## src/rtl/pkt_pkg.sv

```systemverilog
// Shared types and framing constants for the MM2S byte packetizer.
// Latency: n/a (package only).
// Backpressure: n/a. Optional macro PKT_CHECKSUM_EN widens the trailer to 4 bytes.
package pkt_pkg;

  typedef enum logic [1:0] {
    IDLE    = 2'd0,
    HDR     = 2'd1,
    PAYLOAD = 2'd2,
    TRL     = 2'd3
  } pkt_state_e;

  localparam int HDR_LEN = 4;

`ifdef PKT_CHECKSUM_EN
  localparam int TRL_LEN = 4;
`else
  localparam int TRL_LEN = 2;
`endif

  localparam logic [15:0] DEFAULT_HDR_MAGIC = 16'hA55A;

endpackage

```

## src/rtl/pkt_byte_serializer.sv

```systemverilog
// Word register plus byte output slice: unpacks one 64-bit word lane0..lane7, skipping tkeep=0 lanes.
// Latency: first byte of an accepted word appears 2 cycles after the input handshake; then 1 byte/cycle.
// Backpressure: output slice holds while m_tready=0; s_tready depends only on registered state.
module pkt_byte_serializer (
  input  logic        clk,
  input  logic        reset,
  input  logic        pay_en,
  input  logic [63:0] s_tdata,
  input  logic [7:0]  s_tkeep,
  input  logic        s_tlast,
  input  logic        s_tvalid,
  output logic        s_tready,
  input  logic        ins_vld,
  input  logic [7:0]  ins_dat,
  input  logic        ins_last,
  output logic        ins_rdy,
  input  logic        m_tready,
  output logic [7:0]  m_tdata,
  output logic        m_tvalid,
  output logic        m_tlast,
  output logic        pay_emit,
  output logic        word_done,
  output logic        word_last
`ifdef PKT_CHECKSUM_EN
  ,
  output logic [7:0]  pay_byte
`endif
);

  logic [63:0] word_dat_q, word_dat_d;
  logic [7:0]  rem_keep_q, rem_keep_d;
  logic        word_last_q, word_last_d;
  logic        word_full_q, word_full_d;
  logic [7:0]  m_dat_q, m_dat_d;
  logic        m_vld_q, m_vld_d;
  logic        m_last_q, m_last_d;
  logic [2:0]  lane;
  logic [7:0]  lane_byte;
  logic [7:0]  keep_next;

  assign s_tready  = pay_en && !word_full_q;
  assign ins_rdy   = !m_vld_q || m_tready;
  assign m_tdata   = m_dat_q;
  assign m_tvalid  = m_vld_q;
  assign m_tlast   = m_last_q;
  assign word_last = word_last_q;
  assign lane_byte = word_dat_q[{lane, 3'b000} +: 8];
`ifdef PKT_CHECKSUM_EN
  assign pay_byte  = lane_byte;
`endif

  // Pick the lowest lane still pending in the word register.
  always_comb begin
    lane = 3'd0;
    for (int i = 7; i >= 0; i--) begin
      if (rem_keep_q[i]) lane = 3'(i);
    end
  end

  // Word register bookkeeping and output slice next-state.
  always_comb begin
    pay_emit    = pay_en && word_full_q && (rem_keep_q != 8'h00) && ins_rdy;
    keep_next   = rem_keep_q;
    if (pay_emit) keep_next[lane] = 1'b0;
    // An all-zero tkeep word finishes immediately without emitting anything.
    word_done   = word_full_q && (keep_next == 8'h00);

    word_dat_d  = word_dat_q;
    rem_keep_d  = keep_next;
    word_last_d = word_last_q;
    word_full_d = word_full_q && !word_done;
    if (s_tvalid && s_tready) begin
      word_dat_d  = s_tdata;
      rem_keep_d  = s_tkeep;
      word_last_d = s_tlast;
      word_full_d = 1'b1;
    end

    m_dat_d  = m_dat_q;
    m_vld_d  = m_vld_q;
    m_last_d = m_last_q;
    if (ins_rdy) begin
      m_vld_d  = 1'b0;
      m_last_d = 1'b0;
      if (ins_vld) begin
        m_dat_d  = ins_dat;
        m_vld_d  = 1'b1;
        m_last_d = ins_last;
      end else if (pay_emit) begin
        m_dat_d  = lane_byte;
        m_vld_d  = 1'b1;
      end
    end
  end

  // Register word state and the output slice.
  always_ff @(posedge clk) begin
    if (reset) begin
      word_dat_q  <= '0;
      rem_keep_q  <= '0;
      word_last_q <= 1'b0;
      word_full_q <= 1'b0;
      m_dat_q     <= '0;
      m_vld_q     <= 1'b0;
      m_last_q    <= 1'b0;
    end else begin
      word_dat_q  <= word_dat_d;
      rem_keep_q  <= rem_keep_d;
      word_last_q <= word_last_d;
      word_full_q <= word_full_d;
      m_dat_q     <= m_dat_d;
      m_vld_q     <= m_vld_d;
      m_last_q    <= m_last_d;
    end
  end

endmodule

```

## src/rtl/mm2s_byte_packetizer.sv

```systemverilog
// Frames 64-bit MM2S words into a byte stream: magic, seq, payload, byte_count (+sum with PKT_CHECKSUM_EN).
// Latency: first header byte valid 1 cycle after s_axis_tvalid is seen in IDLE.
// Backpressure: m_axis_tready stalls the output slice; s_axis_tready only in PAYLOAD with an empty word register.
module mm2s_byte_packetizer
  import pkt_pkg::*;
#(
  parameter int          PKT_WORDS = 64,
  parameter logic [15:0] HDR_MAGIC = DEFAULT_HDR_MAGIC
) (
  input  logic        clk,
  input  logic        reset,
  input  logic [63:0] s_axis_tdata,
  input  logic [7:0]  s_axis_tkeep,
  input  logic        s_axis_tlast,
  input  logic        s_axis_tvalid,
  output logic        s_axis_tready,
  output logic [7:0]  m_axis_tdata,
  output logic        m_axis_tvalid,
  output logic        m_axis_tlast,
  input  logic        m_axis_tready
);

  localparam logic [12:0] PKT_WORDS_L = 13'(PKT_WORDS);

  pkt_state_e  state_q, state_d;
  logic [15:0] seq_q, seq_d;
  logic [12:0] word_cnt_q, word_cnt_d;
  logic [15:0] byte_cnt_q, byte_cnt_d;
  logic [2:0]  hdr_idx_q, hdr_idx_d;
  logic [2:0]  trl_idx_q, trl_idx_d;
  logic        ins_vld, ins_last, ins_rdy, pay_en;
  logic [7:0]  ins_dat, hdr_byte, trl_byte;
  logic        pay_emit, word_done, word_last;
`ifdef PKT_CHECKSUM_EN
  logic [15:0] sum_q, sum_d;
  logic [7:0]  pay_byte;
`endif

  pkt_byte_serializer u_ser (
    .clk       (clk),
    .reset     (reset),
    .pay_en    (pay_en),
    .s_tdata   (s_axis_tdata),
    .s_tkeep   (s_axis_tkeep),
    .s_tlast   (s_axis_tlast),
    .s_tvalid  (s_axis_tvalid),
    .s_tready  (s_axis_tready),
    .ins_vld   (ins_vld),
    .ins_dat   (ins_dat),
    .ins_last  (ins_last),
    .ins_rdy   (ins_rdy),
    .m_tready  (m_axis_tready),
    .m_tdata   (m_axis_tdata),
    .m_tvalid  (m_axis_tvalid),
    .m_tlast   (m_axis_tlast),
    .pay_emit  (pay_emit),
    .word_done (word_done),
    .word_last (word_last)
`ifdef PKT_CHECKSUM_EN
    ,
    .pay_byte  (pay_byte)
`endif
  );

  // Header byte selected by position: magic high, magic low, seq high, seq low.
  always_comb begin
    case (hdr_idx_q)
      3'd0:    hdr_byte = HDR_MAGIC[15:8];
      3'd1:    hdr_byte = HDR_MAGIC[7:0];
      3'd2:    hdr_byte = seq_q[15:8];
      default: hdr_byte = seq_q[7:0];
    endcase
  end

  // Trailer byte selected by position: byte_count then (optionally) the payload sum.
  always_comb begin
    case (trl_idx_q)
      3'd0:    trl_byte = byte_cnt_q[15:8];
`ifdef PKT_CHECKSUM_EN
      3'd1:    trl_byte = byte_cnt_q[7:0];
      3'd2:    trl_byte = sum_q[15:8];
      default: trl_byte = sum_q[7:0];
`else
      default: trl_byte = byte_cnt_q[7:0];
`endif
    endcase
  end

  // Packet FSM next-state: header/trailer injection, payload counting, close and seq advance.
  always_comb begin
    state_d    = state_q;
    seq_d      = seq_q;
    word_cnt_d = word_cnt_q;
    byte_cnt_d = byte_cnt_q;
    hdr_idx_d  = hdr_idx_q;
    trl_idx_d  = trl_idx_q;
`ifdef PKT_CHECKSUM_EN
    sum_d      = sum_q;
`endif
    ins_vld    = 1'b0;
    ins_dat    = hdr_byte;
    ins_last   = 1'b0;
    pay_en     = 1'b0;
    case (state_q)
      IDLE: begin
        if (s_axis_tvalid) begin
          ins_vld = 1'b1;
          if (ins_rdy) begin
            hdr_idx_d = 3'd1;
            state_d   = HDR;
          end
        end
      end
      HDR: begin
        if (hdr_idx_q < 3'(HDR_LEN)) begin
          ins_vld = 1'b1;
          if (ins_rdy) hdr_idx_d = hdr_idx_q + 3'd1;
        end else if (m_axis_tvalid && m_axis_tready) begin
          // Last header byte has been taken by the MAC.
          hdr_idx_d = 3'd0;
          state_d   = PAYLOAD;
        end
      end
      PAYLOAD: begin
        pay_en = 1'b1;
        if (pay_emit) begin
          byte_cnt_d = byte_cnt_q + 16'd1;
`ifdef PKT_CHECKSUM_EN
          sum_d      = sum_q + {8'h00, pay_byte};
`endif
        end
        if (word_done) begin
          word_cnt_d = word_cnt_q + 13'd1;
          // tlast and the word limit on the same word still close only once.
          if (word_last || (word_cnt_d == PKT_WORDS_L)) begin
            trl_idx_d = 3'd0;
            state_d   = TRL;
          end
        end
      end
      TRL: begin
        if (trl_idx_q < 3'(TRL_LEN)) begin
          ins_vld  = 1'b1;
          ins_dat  = trl_byte;
          ins_last = (trl_idx_q == 3'(TRL_LEN - 1));
          if (ins_rdy) trl_idx_d = trl_idx_q + 3'd1;
        end else if (m_axis_tvalid && m_axis_tready && m_axis_tlast) begin
          seq_d      = seq_q + 16'd1;
          word_cnt_d = '0;
          byte_cnt_d = '0;
          trl_idx_d  = 3'd0;
`ifdef PKT_CHECKSUM_EN
          sum_d      = '0;
`endif
          state_d    = IDLE;
        end
      end
    endcase
  end

  // Packet FSM state, counters and seq.
  always_ff @(posedge clk) begin
    if (reset) begin
      state_q    <= IDLE;
      seq_q      <= '0;
      word_cnt_q <= '0;
      byte_cnt_q <= '0;
      hdr_idx_q  <= '0;
      trl_idx_q  <= '0;
`ifdef PKT_CHECKSUM_EN
      sum_q      <= '0;
`endif
    end else begin
      state_q    <= state_d;
      seq_q      <= seq_d;
      word_cnt_q <= word_cnt_d;
      byte_cnt_q <= byte_cnt_d;
      hdr_idx_q  <= hdr_idx_d;
      trl_idx_q  <= trl_idx_d;
`ifdef PKT_CHECKSUM_EN
      sum_q      <= sum_d;
`endif
    end
  end

endmodule

```

## config.mk

```make
export PLATFORM = sky130hd
export DESIGN_NAME = mm2s_byte_packetizer
export DESIGN_NICKNAME = d
export VERILOG_FILES = /design/src/rtl/pkt_pkg.sv /design/src/rtl/pkt_byte_serializer.sv /design/src/rtl/mm2s_byte_packetizer.sv
export SDC_FILE = /design/constraint.sdc
export NUM_CORES = 1
export LEC_CHECK = 0
export CAP_MARGIN = 15
export CORE_ASPECT_RATIO = 2
export CORE_UTILIZATION = 40
export CTS_CLUSTER_SIZE = 30
export DETAILED_ROUTE_END_ITERATION = 12
export PLACE_DENSITY_LB_ADDON = 0.08
export SYNTH_ARGS = -nofsm -noshare
export SYNTH_HDL_FRONTEND = slang
export SYNTH_SLANG_ARGS = --single-unit
```

## constraint.sdc

```tcl
create_clock -name clk -period 2.5 [get_ports clk]
set_clock_uncertainty 0.1 [all_clocks]
set_input_delay 0.5 -clock clk [delete_from_list [all_inputs] [get_ports clk]]
set_output_delay 0.5 -clock clk [all_outputs]
set_load 0.1 [all_outputs]
```

**Yosys cells after proc, flatten, opt, wreduce, memory -nomap -nowiden**

Cells that the tools add are included.

- Equality and inequality tests: 20
- Reduce and logical (&&, ||, !) cells: 30
- $lt $le $gt $ge: 4
- $add $sub $neg: 5
- Shift operators: 1
- Bitwise logic cells: 3
- Mux-type cells: 58

Operators with widths:

| cell | count |
|---|---|
| $shiftx A64 B7 Y8 | 1 |
| $mux W8 | 7 |
| $mux W3 | 18 |
| $mux W16 | 3 |
| $mux W13 | 3 |
| $add A16 B1 Y16 const B | 2 |
| $pmux W16 S2 | 1 |
| $pmux W13 S2 | 1 |
| $pmux W8 S3 | 1 |
| $mux W2 | 8 |
| $ne A2 B2 Y1 const B | 7 |
| $add A13 B1 Y13 const B | 1 |
| $eq A13 B7 Y1 const B | 1 |
| $pmux W3 S2 | 2 |
| $mux W1 | 11 |
| $logic_and A1 B1 Y1 | 10 |
| $reduce_and A5 Y1 | 2 |
| $and A8 B8 Y8 | 1 |
| $logic_not A8 Y1 | 1 |
| $not A8 Y8 | 1 |
| $pmux W2 S4 | 1 |
| $reduce_and A4 Y1 | 2 |
| $reduce_and A8 Y1 | 1 |
| $reduce_bool A8 Y1 | 1 |
| other kinds (22) | 34 |

- Input port bits: 77
- Bits in registers: 137
- Output and inout port bits: 11
- Logic and storage cells: 134

**Depth between registers and ports, before layout**

Gate-level depths: netlist of the first run.

- Word-level depth: 20
- Gate-level depth with buffers: 10
- Mapped depth without buffers: 9

**Cells and area by module**

Synthesis of the first run repeated with hierarchy kept, for this count alone.

- Cell total of the unflattened synthesis: 899
- Area total of the unflattened synthesis: 7073.0 um^2

By module, submodules not included:

| module | area an instance (um^2) | cells an instance | seq. area each (um^2) | times used |
|---|---|---|---|---|
| pkt_byte_serializer | 3752.3 | 486 | 1681.6 | 1 |
| mm2s_byte_packetizer | 3320.7 | 413 | 1061.0 | 1 |

**Worst setup path before layout of the first run**

Ideal clock, no wire load.

- Kind: reg2reg
- Start point: reg state_q[0]
- End point: reg u_ser.rem_keep_q[6]
- Path slack: -0.692 ns
- Data required time: 2.329 ns
- Cell stages (with the launch flop): 10
- Arrival time: 3.021 ns
- Period minus slack after synthesis: 3.192 ns
- Library setup time: 0.071 ns
- Path buffers: 2
- Cells stage by stage: dfxtp_1 > inv_1 > ha_1 > inv_1 > nor2_1 > and2_1 > clkbuf_1 > clkbuf_1 > nand2_1 > a21oi_1

- Elaborated cells on any way between the ends: 9
- Those cells by class: eq/ne (1); mux (3); reduce/logical (5)

RTL lines:

| item | line | source |
|---|---|---|
| start, declared | mm2s_byte_packetizer.sv:25 | `pkt_state_e state_q, state_d;` |
| start signal, assigned | mm2s_byte_packetizer.sv:174 | `state_q <= state_d;` |
| $eq A2 B2 Y1 | mm2s_byte_packetizer.sv:104 | `case (state_q)` |
| $mux W1 | mm2s_byte_packetizer.sv:104 |  |
| $logic_and A1 B1 Y1 | pkt_byte_serializer.sv:41 | `assign s_tready = pay_en && !word_full_q;` |
| net s_axis_tready | mm2s_byte_packetizer.sv:16 | `output logic s_axis_tready,` |
| $logic_and A1 B1 Y1 | pkt_byte_serializer.sv:72 | `if (s_tvalid && s_tready) begin` |
| $mux W8 | pkt_byte_serializer.sv:72 |  |
| end signal, assigned | pkt_byte_serializer.sv:108 | `rem_keep_q <= rem_keep_d;` |
| end, declared | pkt_byte_serializer.sv:31 | `logic [7:0] rem_keep_q, rem_keep_d;` |

The timed path passes the listed nets, and every way through them passes these cells.
A chain may end at the register's enable or synchronous reset.

**Worst setup path after layout of the first run**

- Start point: reg u_ser.rem_keep_q[3]
- End point: reg word_cnt_q[12]

- Cells in the longest elaborated chain, start to end: 15
- Elaborated cells on any way between the ends: 19
- Those cells by class: order compare (2); eq/ne (1); mux (7); bitwise (2); reduce/logical (7)

RTL lines:

| item | line | source |
|---|---|---|
| $mux W3 (4 in series) | pkt_byte_serializer.sv:56 | `if (rem_keep_q[i]) lane = 3'(i);` |
| $lt A3 B4 Y1 (implied by the code) or $ge A3 B1 Y1 (tied branches) | pkt_byte_serializer.sv:64 | `if (pay_emit) keep_next[lane] = 1'b0;` |
| $logic_and A1 B1 Y1 (implied by the code) | pkt_byte_serializer.sv:64 |  |
| $mux W1 (implied by the code) | pkt_byte_serializer.sv:64 |  |
| $demux W1 S3 | - |  |
| $not A8 Y8 (no source line) | - |  |
| $and A8 B8 Y8 (no source line) | - |  |
| $mux W8 (*) | pkt_byte_serializer.sv:64 |  |
| $logic_not A8 Y1 (*) | pkt_byte_serializer.sv:66 | `word_done = word_full_q && (keep_next == 8'h00);` |
| $logic_and A1 B1 Y1 (*) | pkt_byte_serializer.sv:66 |  |
| $ne A2 B1 Y1 (no source line) (*) | - |  |
| $reduce_and A4 Y1 (no source line) (*) | - |  |
| end signal, assigned | mm2s_byte_packetizer.sv:176 | `word_cnt_q <= word_cnt_d;` |
| end, declared | mm2s_byte_packetizer.sv:27 | `logic [12:0] word_cnt_q, word_cnt_d;` |

Every way passes the cells marked *; elsewhere a longest branch is shown, timed or not.

==> results of run 1 <==
-- state kept, by name, indices dropped and copies added (netlist names) --
register,cells
u_ser.m_tlast,1
word_cnt_q,13
u_ser.m_tdata,8
hdr_idx_q,3
byte_cnt_q,16
u_ser.word_full_q,1
state_q,2
u_ser.rem_keep_q,8
u_ser.word_last,1
u_ser.word_dat_q,64
trl_idx_q,3
u_ser.m_tvalid,1
seq_q,16
-- worst reg2reg max path, cell delays in order (launching register included) --
cell and delay, ns:
dfxtp_1 0.31, or4_4 0.56, nor3_4 0.19, a31oi_1 0.14
o22a_1 0.23, or4b_4 0.56, or3_1 0.37, o211ai_1 0.10
-- how the worst min path moves through the flow --
stage	to	from	cells after the start	slack, ns
after floorplan	u_ser.word_dat_q[10]	u_ser.word_dat_q[10]	2	0.34
after global placement	u_ser.word_dat_q[19]	u_ser.word_dat_q[19]	2	0.34
after detailed placement	u_ser.word_dat_q[11]	u_ser.word_dat_q[11]	2	0.35
after CTS	u_ser.word_dat_q[11]	u_ser.word_dat_q[11]	2	0.35
after global routing	u_ser.word_dat_q[56]	u_ser.word_dat_q[56]	2	0.37
final	u_ser.word_dat_q[26]	u_ser.word_dat_q[26]	2	0.35
-- power breakdown --
group | internal, W | switching, W | leakage [nW] | total, W
clock | 0.00139 | 0.00103 | 0.264 | 0.00242
combinational | 0.00116 | 0.00163 | 1.98 | 0.00279
sequential | 0.00239 | 0.000133 | 1.11 | 0.00252
total | 0.00494 | 0.00280 | 3.36 | 0.00773
-- cells by family (layout without fill, tap and decap cells) --
| logic type | after synthesis | in the layout | share of synthesized area |
|---|---|---|---|
| adder cells (fa/ha/maj) | 14 | 14 | 0.0263 |
| multiplexers | 40 | 40 | 0.0608 |
| XOR/XNOR | 25 | 25 | 0.0328 |
| AO/OA/AOI/OAI | 211 | 211 | 0.201 |
| buffers and inverters | 72 | 226 | 0.0434 |
| AND/OR/NAND/NOR | 334 | 334 | 0.224 |
| flip-flops | 137 | 137 | 0.411 |
-- cell usage after synthesis (7+ instances only) --
cell,number,area [um^2]
dfxtp_1,137,2740
nand4_1,18,113
nor2_1,56,210
a311o_1,8,80.1
clkbuf_1,42,158
a221oi_1,10,87.6
nand3_1,22,110
o21ai_0,21,105
nand2_1,185,694
a21oi_1,90,450
o31ai_1,9,67.6
xor2_1,18,158
and3_1,7,43.8
or3_1,11,68.8
xnor2_1,7,61.3
o21ai_1,9,45.0
inv_1,21,78.8
ha_1,14,175
o22ai_1,17,106
a311oi_1,9,78.8
nor3_1,7,35.0
mux2i_1,36,360
-- layout by cell type, fill, tap and decap left out, drive strengths merged, types with 22 or more instances in the layout --
| master | n |
|---|---|
| nand2 | 185 |
| dfxtp | 137 |
| buf | 98 |
| a21oi | 90 |
| clkdlybuf4s50 | 75 |
| nor2 | 56 |
| mux2i | 36 |
| o21ai | 30 |
| inv | 27 |
| nand3 | 22 |
-- area by class of cell --
type,instances,area [um^2],share of cell area
tap,204,255,0.0281
clock buffer,18,429,0.0473
multi-input combinational,624,3820,0.422
timing repair buffer,173,1590,0.176
sequential,137,2750,0.303
clock inverter,14,139,0.0153
inverter,21,78.8,0.00869
-- metal layers --
layer	wire, um	vias to the layer above	share of wire
li1	-	3243	-
met1	7420	3146	0.38
met2	10800	163	0.56
met3	566	45	0.029
met4	605	0	0.031
met5	0	-	0
-- repair_timing --
action                                  CTS  global route
buffers inserted                          6             4
endpoints found under the hold margin     0             0
cloned                                    0             0
resized for setup                        10            35
endpoints found under the setup margin   24            32
pin swaps                                 7             8
-- per-stage QoR --
| stage | setup slack (ns) | TNS, ns | std cells | util | power, W |
|---|---|---|---|---|---|
| floorplan | -0.143 | -0.298 | 833 | - | 0.00418 |
| global placement | -0.414 | -10.45 | 1149 | 0.506 | 0.00513 |
| detailed placement | -0.518 | -12.33 | 1149 | 0.506 | 0.00517 |
| CTS | -0.140 | -0.957 | 1187 | 0.548 | 0.00772 |
| global route | -0.204 | -2.26 | 1191 | 0.557 | 0.00808 |
| finish | -0.150 | -0.873 | 1191 | 0.557 | 0.00773 |
==> results.toml, run 1 <==
[status]
run_status = "complete, but fails checks"
violations_in_the_final_reports = "setup timing"

[sta]
worst-slew-pin-transition_ns = 0.900
timing.final.max_slew_violations = 0
fin_ws_ns = -0.150
holdWs_ns = 0.354
unrepaired_setup_endpoints_after_global_routing = "true"
period_needed_ns = 2.65
timing.max_slew.rel_slack = 0.400
hold_violations = 0
fmax_ghz = 0.377
period_share = 1.06
total_of_endpoints_with_negative_setup_slack_in_the_final_report = 13

[clock_network]
cts.reportedPaths.clkPinSlew_ns = 0.06
cts.path.max_buffers = 2
post_cts_hold_buffer_count = 0
cts_root_buf = "clkbuf_16"
insertion_delay_ns = 0.42
tritoncts = "done"
cts_buffers = 17
htreeDepth = 4
numClockSinks = 137

[floorplan]
area_of_the_die_mm2 = 0.0172
placeableCoreArea_mm2 = 0.0163
num_io_pins = 88
die_height_um = 185
die_width_um = 93.3
initial_core_utilization = 0.410
floorplan.rows = 66

[worst_setup_path]
r2r-end = "word_cnt_q[12]"
crit_path_start_kind = "flip-flop"
timing.critical_path.buf_inv = 0
worst-setup-path-type = "reg2reg"
timing.critical_path.to = "word_cnt_q[12]"
ff2ff_setup_slack_ns = -0.15
critical_path.slowest_cell = "or4_4"
cp_cell_sequence = "or4_4, nor3_4, a31oi_1, o22a_1, or4b_4, or3_1, o211ai_1"
critical_path.max_stage_delay_ns = 0.56
worst-path-stages = 7
worst_r2r_path_depth = 7
required_time_at_the_endpoint_of_the_critical_path_ns = 2.73
timing.critical_path.to_type = "flip-flop"
regToRegStartpoint = "u_ser.rem_keep_q[3]"
cp_delay_by_family_top = "simple AND/OR/NAND/NOR gates"
worstPathMaxFanout = 4
critical_path.startpoint = "u_ser.rem_keep_q[3]"
critical_path_arrival_ns = 2.88

[synthesis]
synth_cells = 833
unique_masters_post_synth = 57
ys_seq_area_frac = 0.411
synth-edff-count = 0
synth_fp_nets = 924
syn_area_mm2 = 0.00667
yosys_register_bits = 137
synth_ff_type = "dfxtp_1"
synth-async-reset-ratio = 0
postSynthAreaPerCell_um2 = 8.00
ys.warnings.count = 0

[placement]
place.gp.congestion = 0.844
port-buffer-count = 87
post-dp-hpwl_um = 14200
placed_cell_area_mm2 = 0.00823

[route]
wire_per_inst_um = 16.3
wirelength_um = 19400
number_of_design_rule_violations_left_after_detail_routing = 0
detail_route.vias_per_cell = 5.54
routed-via-count = 6597
antenna_violating_nets_post_route = 0
drt_first_iter_violations = 329
drt_pass1_iterations = 5

[final_layout]
synthToLayoutAreaGrowth_pct = 36.0
final_std_cell_area_no_fill_mm2 = 0.00907
finish.net_count = 1065
drive_gt1_frac = 0.180
n_antenna_cell = 0
filler_cells = 1462

[global_routing]
grt_first_pass_wirelength_um = 31000
grt_antenna_before_repair = 0
grt_max_degree = 88
use_met1 = 0.236
all_layer_gr_usage = 0.230
global_route.overflow_total = 0
grt_most_used_layer = "met2"
grt_pass1_vias = 6514
gr-usage-met3 = 0.0351
grt_use_met2 = 0.446

[power]
max-vdd-ir-drop_uv = 454
p_leak_nw = 3.36
power_density_mw_per_mm2 = 853

[flow_run]
maxCapViolCount = 0

[hold_path]
hold_path_class = "reg2reg"
Power figures use the tool's default switching activity.
==> run 2: changes to the inputs <==
--- a/config.mk
+++ b/config.mk
@@ -8,6 +8,7 @@
 export CAP_MARGIN = 15
 export CORE_ASPECT_RATIO = 2
 export CORE_UTILIZATION = 40
+export CTS_CLUSTER_DIAMETER = 40
 export CTS_CLUSTER_SIZE = 30
 export DETAILED_ROUTE_END_ITERATION = 12
 export PLACE_DENSITY_LB_ADDON = 0.08
==> results of run 2 <==
No change in the layout: final DEF, timing and power equal those of run 1.
